[config.mk]
export PLATFORM = sky130hd
export DESIGN_NAME = adder2_nor_mux_unit_flat
export DESIGN_NICKNAME = d
export VERILOG_FILES = /design/src/rtl/adder2_nor_mux_unit_if.sv /design/src/rtl/adder2_nor_mux_unit.sv /design/src/flat_wrapper.sv
export SDC_FILE = /design/constraint.sdc
export NUM_CORES = 1
export LEC_CHECK = 0
export BUFFER_PORTS_ARGS = -buffer_cell sky130_fd_sc_hd__buf_2
export CORE_AREA = 2 2 39 41
export CTS_CLUSTER_DIAMETER = 150
export DETAILED_ROUTE_END_ITERATION = 12
export DIE_AREA = 0 0 41 43
export PLACE_DENSITY_LB_ADDON = 0.2
export SLEW_MARGIN = 20
export SYNTH_ARGS = -nofsm -noshare
export SYNTH_HDL_FRONTEND = slang
export SYNTH_SLANG_ARGS = --single-unit
[constraint.sdc]
create_clock -name clk -period 0.85 [get_ports clk]
set_clock_uncertainty 0.1 [all_clocks]
set_input_delay 0.17 -clock clk [delete_from_list [all_inputs] [get_ports clk]]
set_output_delay 0.17 -clock clk [all_outputs]
set_load 0.01 [all_outputs]
[src/rtl/adder2_nor_mux_unit_if.sv]
// Operand/result bundle for adder2_nor_mux_unit.
// The mismatch signal exists only when ADDER2_XCHK_EN is defined.
interface adder2_nor_mux_unit_if;
    logic in_valid;
    logic a1, a0;
    logic b1, b0;
    logic c0;
    logic out_valid;
    logic c1, s1, s0;
`ifdef ADDER2_XCHK_EN
    logic mismatch;
`endif

`ifdef ADDER2_XCHK_EN
    modport master (
        output in_valid, a1, a0, b1, b0, c0,
        input  out_valid, c1, s1, s0, mismatch
    );
    modport slave (
        input  in_valid, a1, a0, b1, b0, c0,
        output out_valid, c1, s1, s0, mismatch
    );
`else
    modport master (
        output in_valid, a1, a0, b1, b0, c0,
        input  out_valid, c1, s1, s0
    );
    modport slave (
        input  in_valid, a1, a0, b1, b0, c0,
        output out_valid, c1, s1, s0
    );
`endif
endinterface

[src/rtl/adder2_nor_mux_unit.sv]
// Registered 2-bit full adder built from a NOR-only gate network.
// Define ADDER2_XCHK_EN to add a mux-based redundant path and a registered mismatch flag.
module adder2_nor_mux_unit (
    input logic                  clk,
    input logic                  rst,
    adder2_nor_mux_unit_if.slave bus
);

    function automatic logic nor2(input logic x, input logic y);
        return ~(x | y);
    endfunction

    // Returns {carry, sum}; every gate is a 2-input NOR.
    function automatic logic [1:0] nor_slice(input logic a, input logic b, input logic c);
        logic n_ab, p_ab, q_ab, xn_ab, x_ab;
        logic n_xc, p_xc, q_xc, xn_xc, sum;
        logic n_bc, n_ac, t, carry;
        n_ab  = nor2(a, b);
        p_ab  = nor2(a, n_ab);
        q_ab  = nor2(b, n_ab);
        xn_ab = nor2(p_ab, q_ab);
        x_ab  = nor2(xn_ab, xn_ab);
        n_xc  = nor2(x_ab, c);
        p_xc  = nor2(x_ab, n_xc);
        q_xc  = nor2(c, n_xc);
        xn_xc = nor2(p_xc, q_xc);
        sum   = nor2(xn_xc, xn_xc);
        // maj = (a|b)&(b|c)&(a|c) expressed as NORs of the pairwise NORs
        n_bc  = nor2(b, c);
        n_ac  = nor2(a, c);
        t     = nor2(n_ab, n_bc);
        carry = nor2(nor2(t, t), n_ac);
        return {carry, sum};
    endfunction

    logic [1:0] nor_lo, nor_hi;
    logic [2:0] nor_sum;

    always_comb begin
        nor_lo  = nor_slice(bus.a0, bus.b0, bus.c0);
        nor_hi  = nor_slice(bus.a1, bus.b1, nor_lo[1]);
        nor_sum = {nor_hi, nor_lo[0]};
    end

`ifdef ADDER2_XCHK_EN
    function automatic logic [1:0] mux_slice(input logic a, input logic b, input logic c);
        logic x;
        x = a ^ b;
        return {(x ? c : a), (c ? ~x : x)};
    endfunction

    logic [1:0] mux_lo, mux_hi;
    logic [2:0] mux_sum;

    always_comb begin
        mux_lo  = mux_slice(bus.a0, bus.b0, bus.c0);
        mux_hi  = mux_slice(bus.a1, bus.b1, mux_lo[1]);
        mux_sum = {mux_hi, mux_lo[0]};
    end

    always_ff @(posedge clk or posedge rst) begin
        if (rst) begin
            bus.mismatch <= 1'b0;
        end else begin
            bus.mismatch <= bus.in_valid && (nor_sum != mux_sum);
        end
    end
`endif

    always_ff @(posedge clk or posedge rst) begin
        if (rst) begin
            bus.out_valid <= 1'b0;
            bus.c1        <= 1'b0;
            bus.s1        <= 1'b0;
            bus.s0        <= 1'b0;
        end else begin
            bus.out_valid <= bus.in_valid;
            if (bus.in_valid) begin
                {bus.c1, bus.s1, bus.s0} <= nor_sum;
            end
        end
    end

endmodule

[src/flat_wrapper.sv]
// flat-port wrapper written by rule: the top's interface ports become plain ports
module adder2_nor_mux_unit_flat 
  (clk, rst, bus_in_valid, bus_a1, bus_a0, bus_b1, bus_b0, bus_c0, bus_out_valid, bus_c1, bus_s1, bus_s0);
  adder2_nor_mux_unit_if bus_i ();
  input logic clk;
  input logic rst;
  input wire logic [$bits(bus_i.in_valid)-1:0] bus_in_valid;
  input wire logic [$bits(bus_i.a1)-1:0] bus_a1;
  input wire logic [$bits(bus_i.a0)-1:0] bus_a0;
  input wire logic [$bits(bus_i.b1)-1:0] bus_b1;
  input wire logic [$bits(bus_i.b0)-1:0] bus_b0;
  input wire logic [$bits(bus_i.c0)-1:0] bus_c0;
  output wire logic [$bits(bus_i.out_valid)-1:0] bus_out_valid;
  output wire logic [$bits(bus_i.c1)-1:0] bus_c1;
  output wire logic [$bits(bus_i.s1)-1:0] bus_s1;
  output wire logic [$bits(bus_i.s0)-1:0] bus_s0;
  assign bus_i.in_valid = bus_in_valid;
  assign bus_i.a1 = bus_a1;
  assign bus_i.a0 = bus_a0;
  assign bus_i.b1 = bus_b1;
  assign bus_i.b0 = bus_b0;
  assign bus_i.c0 = bus_c0;
  assign bus_out_valid = bus_i.out_valid;
  assign bus_c1 = bus_i.c1;
  assign bus_s1 = bus_i.s1;
  assign bus_s0 = bus_i.s0;
  adder2_nor_mux_unit u_core (.clk(clk), .rst(rst), .bus(bus_i));
endmodule
==> flow_summary.html <==
<table>
<tr><th>Metric</th><th>Value</th></tr>
<tr><th colspan="2">Run status</th></tr>
<tr><td>Run status</td><td>finished, violations left</td></tr>
<tr><td>Violations in the final reports</td><td>setup timing</td></tr>
<tr><th colspan="2">Routing</th></tr>
<tr><td>Detail Route Antenna Nets</td><td>0</td></tr>
<tr><td>DR vias</td><td>143</td></tr>
<tr><td>Initial detailed-routing violation count</td><td>10</td></tr>
<tr><td>Routed len/inst</td><td>8.79 um</td></tr>
<tr><td>DRC</td><td>0</td></tr>
<tr><td>1st-pass router iterations</td><td>2</td></tr>
<tr><td>Via density per instance</td><td>3.40</td></tr>
<tr><td>Final wirelength</td><td>369 um</td></tr>
<tr><th colspan="2">STA</th></tr>
<tr><td>Final period util</td><td>1.52</td></tr>
<tr><td>Final setup violation count</td><td>7</td></tr>
<tr><td>Slew headroom</td><td>0.905</td></tr>
<tr><td>Max Fclk</td><td>774 MHz</td></tr>
<tr><td>Final critical-path setup slack</td><td>-442 ps</td></tr>
<tr><td>Min Tclk post-route</td><td>1290 ps</td></tr>
<tr><td>Final hold violation count</td><td>0</td></tr>
<tr><td>Worst-Margin Slew</td><td>143 ps</td></tr>
<tr><td>Setup repair after global routing missed its margin</td><td>true</td></tr>
<tr><td>Worst Hold Slack</td><td>34.5 ps</td></tr>
<tr><td>Final number of max-transition violations</td><td>0</td></tr>
<tr><th colspan="2">Pwr</th></tr>
<tr><td>Cell area power density</td><td>1960 nW/um2</td></tr>
<tr><td>Leakage power total</td><td>0.161 nW</td></tr>
<tr><td>Final Total Pwr</td><td>0.000638 W</td></tr>
<tr><td>VDD IR max</td><td>0.000581 V</td></tr>
<tr><th colspan="2">Placed design</th></tr>
<tr><td>Sum of net half-perimeters after detailed placement</td><td>283 um</td></tr>
<tr><td>Pre-CTS worst setup slack</td><td>-711 ps</td></tr>
<tr><td>Global placer's final weighted congestion</td><td>0.471</td></tr>
<tr><td>Port-buffer cells</td><td>11</td></tr>
<tr><th colspan="2">Global routing</th></tr>
<tr><td>Number of antenna violations at the first check in global routing</td><td>0</td></tr>
<tr><td>Total gr overflow</td><td>0</td></tr>
<tr><td>Wire length of the first global-routing pass</td><td>634 um</td></tr>
<tr><td>Via count of the first global-routing pass</td><td>166</td></tr>
<tr><td>Pin count of the biggest net entering global routing</td><td>5</td></tr>
<tr><td>Total track usage</td><td>0.0596</td></tr>
<tr><th colspan="2">Die</th></tr>
<tr><td>Chip height</td><td>43 um</td></tr>
<tr><td>Row cnt</td><td>14</td></tr>
<tr><td>Die width</td><td>41 um</td></tr>
<tr><td>Top Ports</td><td>12</td></tr>
<tr><td>Core Box Area</td><td>1380 um2</td></tr>
<tr><td>Die Outline Area</td><td>1760 um2</td></tr>
<tr><td>Initial standard-cell utilization of the core</td><td>0.128</td></tr>
<tr><th colspan="2">Synth</th></tr>
<tr><td>Number of synthesis warnings</td><td>0</td></tr>
<tr><td>Number of standard cells after synthesis</td><td>10</td></tr>
<tr><td>Largest cells by area after synthesis</td><td>sky130_fd_sc_hd__dfrtp_1, sky130_fd_sc_hd__fa_1, sky130_fd_sc_hd__mux2_2, sky130_fd_sc_hd__inv_1</td></tr>
<tr><td>Top cell type's share of synthesized area</td><td>0.563</td></tr>
<tr><td>Library cell occupying the most area in the post-synthesis netlist</td><td>sky130_fd_sc_hd__dfrtp_1</td></tr>
<tr><td>Library cells used by synthesis</td><td>4</td></tr>
<tr><td>Sequential element share of the synthesized area</td><td>0.563</td></tr>
<tr><td>Net count after synthesis</td><td>20</td></tr>
<tr><td>Average instance area after synthesis</td><td>17.8 um2</td></tr>
<tr><td>Cell area after synthesis</td><td>178 um2</td></tr>
<tr><td>Post-synthesis register bit count</td><td>4</td></tr>
<tr><th colspan="2">Clock network</th></tr>
<tr><td>Clk root buf</td><td>sky130_fd_sc_hd__clkbuf_4</td></tr>
<tr><td>Clock transition at the registers of the reported paths</td><td>40 ps</td></tr>
<tr><td>CTS Sinks</td><td>4</td></tr>
<tr><td>Max H-tree Level</td><td>1</td></tr>
<tr><td>Clock latency of the later-clocked register in the worst-skew pair</td><td>230 ps</td></tr>
<tr><td>Number of buffers added by the clock tree synthesis step</td><td>3</td></tr>
<tr><td>Largest buffer count on any clock path</td><td>2</td></tr>
<tr><td>TritonCTS clock tree</td><td>done</td></tr>
<tr><th colspan="2">Setup path</th></tr>
<tr><td>Crit path capture type</td><td>flip-flop</td></tr>
<tr><td>CP Data Arrival Time</td><td>1300 ps</td></tr>
<tr><td>Delay of the slowest cell on the worst path</td><td>410 ps</td></tr>
<tr><td>Type of the worst setup path</td><td>in -&gt; reg</td></tr>
<tr><td>Library cell contributing the largest single delay on the critical path</td><td>sky130_fd_sc_hd__fa_2</td></tr>
<tr><td>Required time at the endpoint of the critical path</td><td>860 ps</td></tr>
<tr><td>Startpoint type of the worst setup path</td><td>input pin</td></tr>
<tr><td>Maximum fanout along the worst path</td><td>1</td></tr>
<tr><td>Series of cell instances along the critical path</td><td>buf_6 &gt; fa_2 &gt; fa_2 &gt; mux2_4</td></tr>
<tr><td>Most used cell along the critical path</td><td>sky130_fd_sc_hd__fa_2</td></tr>
<tr><th colspan="2">Worst hold path</th></tr>
<tr><td>Worst hold-check path type</td><td>in -&gt; reg</td></tr>
<tr><th colspan="2">Finish</th></tr>
<tr><td>Fill cells</td><td>154</td></tr>
<tr><td>Number of nets in the finished design</td><td>38</td></tr>
<tr><td>Commonest cells after routing, fill and taps aside</td><td>sky130_fd_sc_hd__buf_2, sky130_fd_sc_hd__dfrtp_1, sky130_fd_sc_hd__mux2_4, sky130_fd_sc_hd__clkbuf_4, sky130_fd_sc_hd__buf_6</td></tr>
<tr><td>Leading cell type in the layout, fill and taps excluded</td><td>sky130_fd_sc_hd__buf_2</td></tr>
<tr><td>Fraction of layout cells with a size suffix above 1</td><td>0.769</td></tr>
<tr><td>Final antenna diode count</td><td>0</td></tr>
<tr><td>Area grow syn2layout</td><td>83.1%</td></tr>
<tr><th colspan="2">Flow run</th></tr>
<tr><td>Max-capacitance violation count</td><td>0</td></tr>
</table>
[through the flow]
stage | setup TNS (ps) | std cells | utilization | instance area, um2
final | -1550 | 42 | 0.235 | 325
after global routing | -1730 | 42 | 0.235 | 325
after CTS | -1550 | 41 | 0.220 | 304
after detailed placement | -1710 | 37 | 0.186 | 258
after global placement | -1690 | 37 | 0.186 | 258
after floorplan | -1270 | 10 | - | 183
[what timing repair did]
action	in CTS	in global routing
setup buffers	0	1
hold buffers	1	0
pin swaps	1	0
gates resized for setup	3	3
hold endpoints to repair	4	0
setup endpoints to repair	7	7
[cells in the mapped netlist]
cell type	count
sky130_fd_sc_hd__mux2_2	3
sky130_fd_sc_hd__dfrtp_1	4
sky130_fd_sc_hd__inv_1	1
sky130_fd_sc_hd__fa_1	2
[state kept, by name, indices dropped and copies added (netlist names)]
name,cells
u_core.bus.out_valid,1
u_core.bus.s0,1
u_core.bus.s1,1
u_core.bus.c1,1
[cells by family after synthesis]
kind of cell	synth area share
buffers and inverters	0.0211
muxes	0.190
adders and majority gates	0.225
DFF	0.563
[routing by layer]
layer  GRT usage  wire [um]
met5           0          0
met1      0.0525        152
met2      0.0781        169
met3      0.0628         47
met4      0.0400          0
[worst max-delay path: cells and delay by family]
family                     cells  cell delay [ps]
adders and majority gates      2              780
buffers and inverters          1               90
muxes                          1              260
[where the power goes]
part	switching (W)	internal, W
logic	0.0000584	0.000111
clock network	0.0000713	0.000157
registers	0.0000184	0.000221
[worst paths after layout]
path	startpoint	cells past startpoint	slack, ps	end
min reg2reg	u_core.bus.s1	1	410	u_core.bus.s1
min	bus_in_valid	1	30	u_core.bus.out_valid
max	bus_a0	4	-440	u_core.bus.s1
max in group asynchronous	rst	3	240	u_core.bus.out_valid
min in group asynchronous	rst	3	260	u_core.bus.c1
max reg2reg	u_core.bus.s0	2	-130	u_core.bus.s0
[cell type report]
type / instances / area [um2] / share of cell area
sequential: 4 / 100 / 0.308
tap: 16 / 20.0 / 0.0615
timing repair buffer: 13 / 88.8 / 0.273
inverter: 1 / 3.75 / 0.0115
multi-input combinational: 5 / 90.1 / 0.277
clock buffer: 3 / 22.5 / 0.0692
Power figures use the tool's default switching activity.
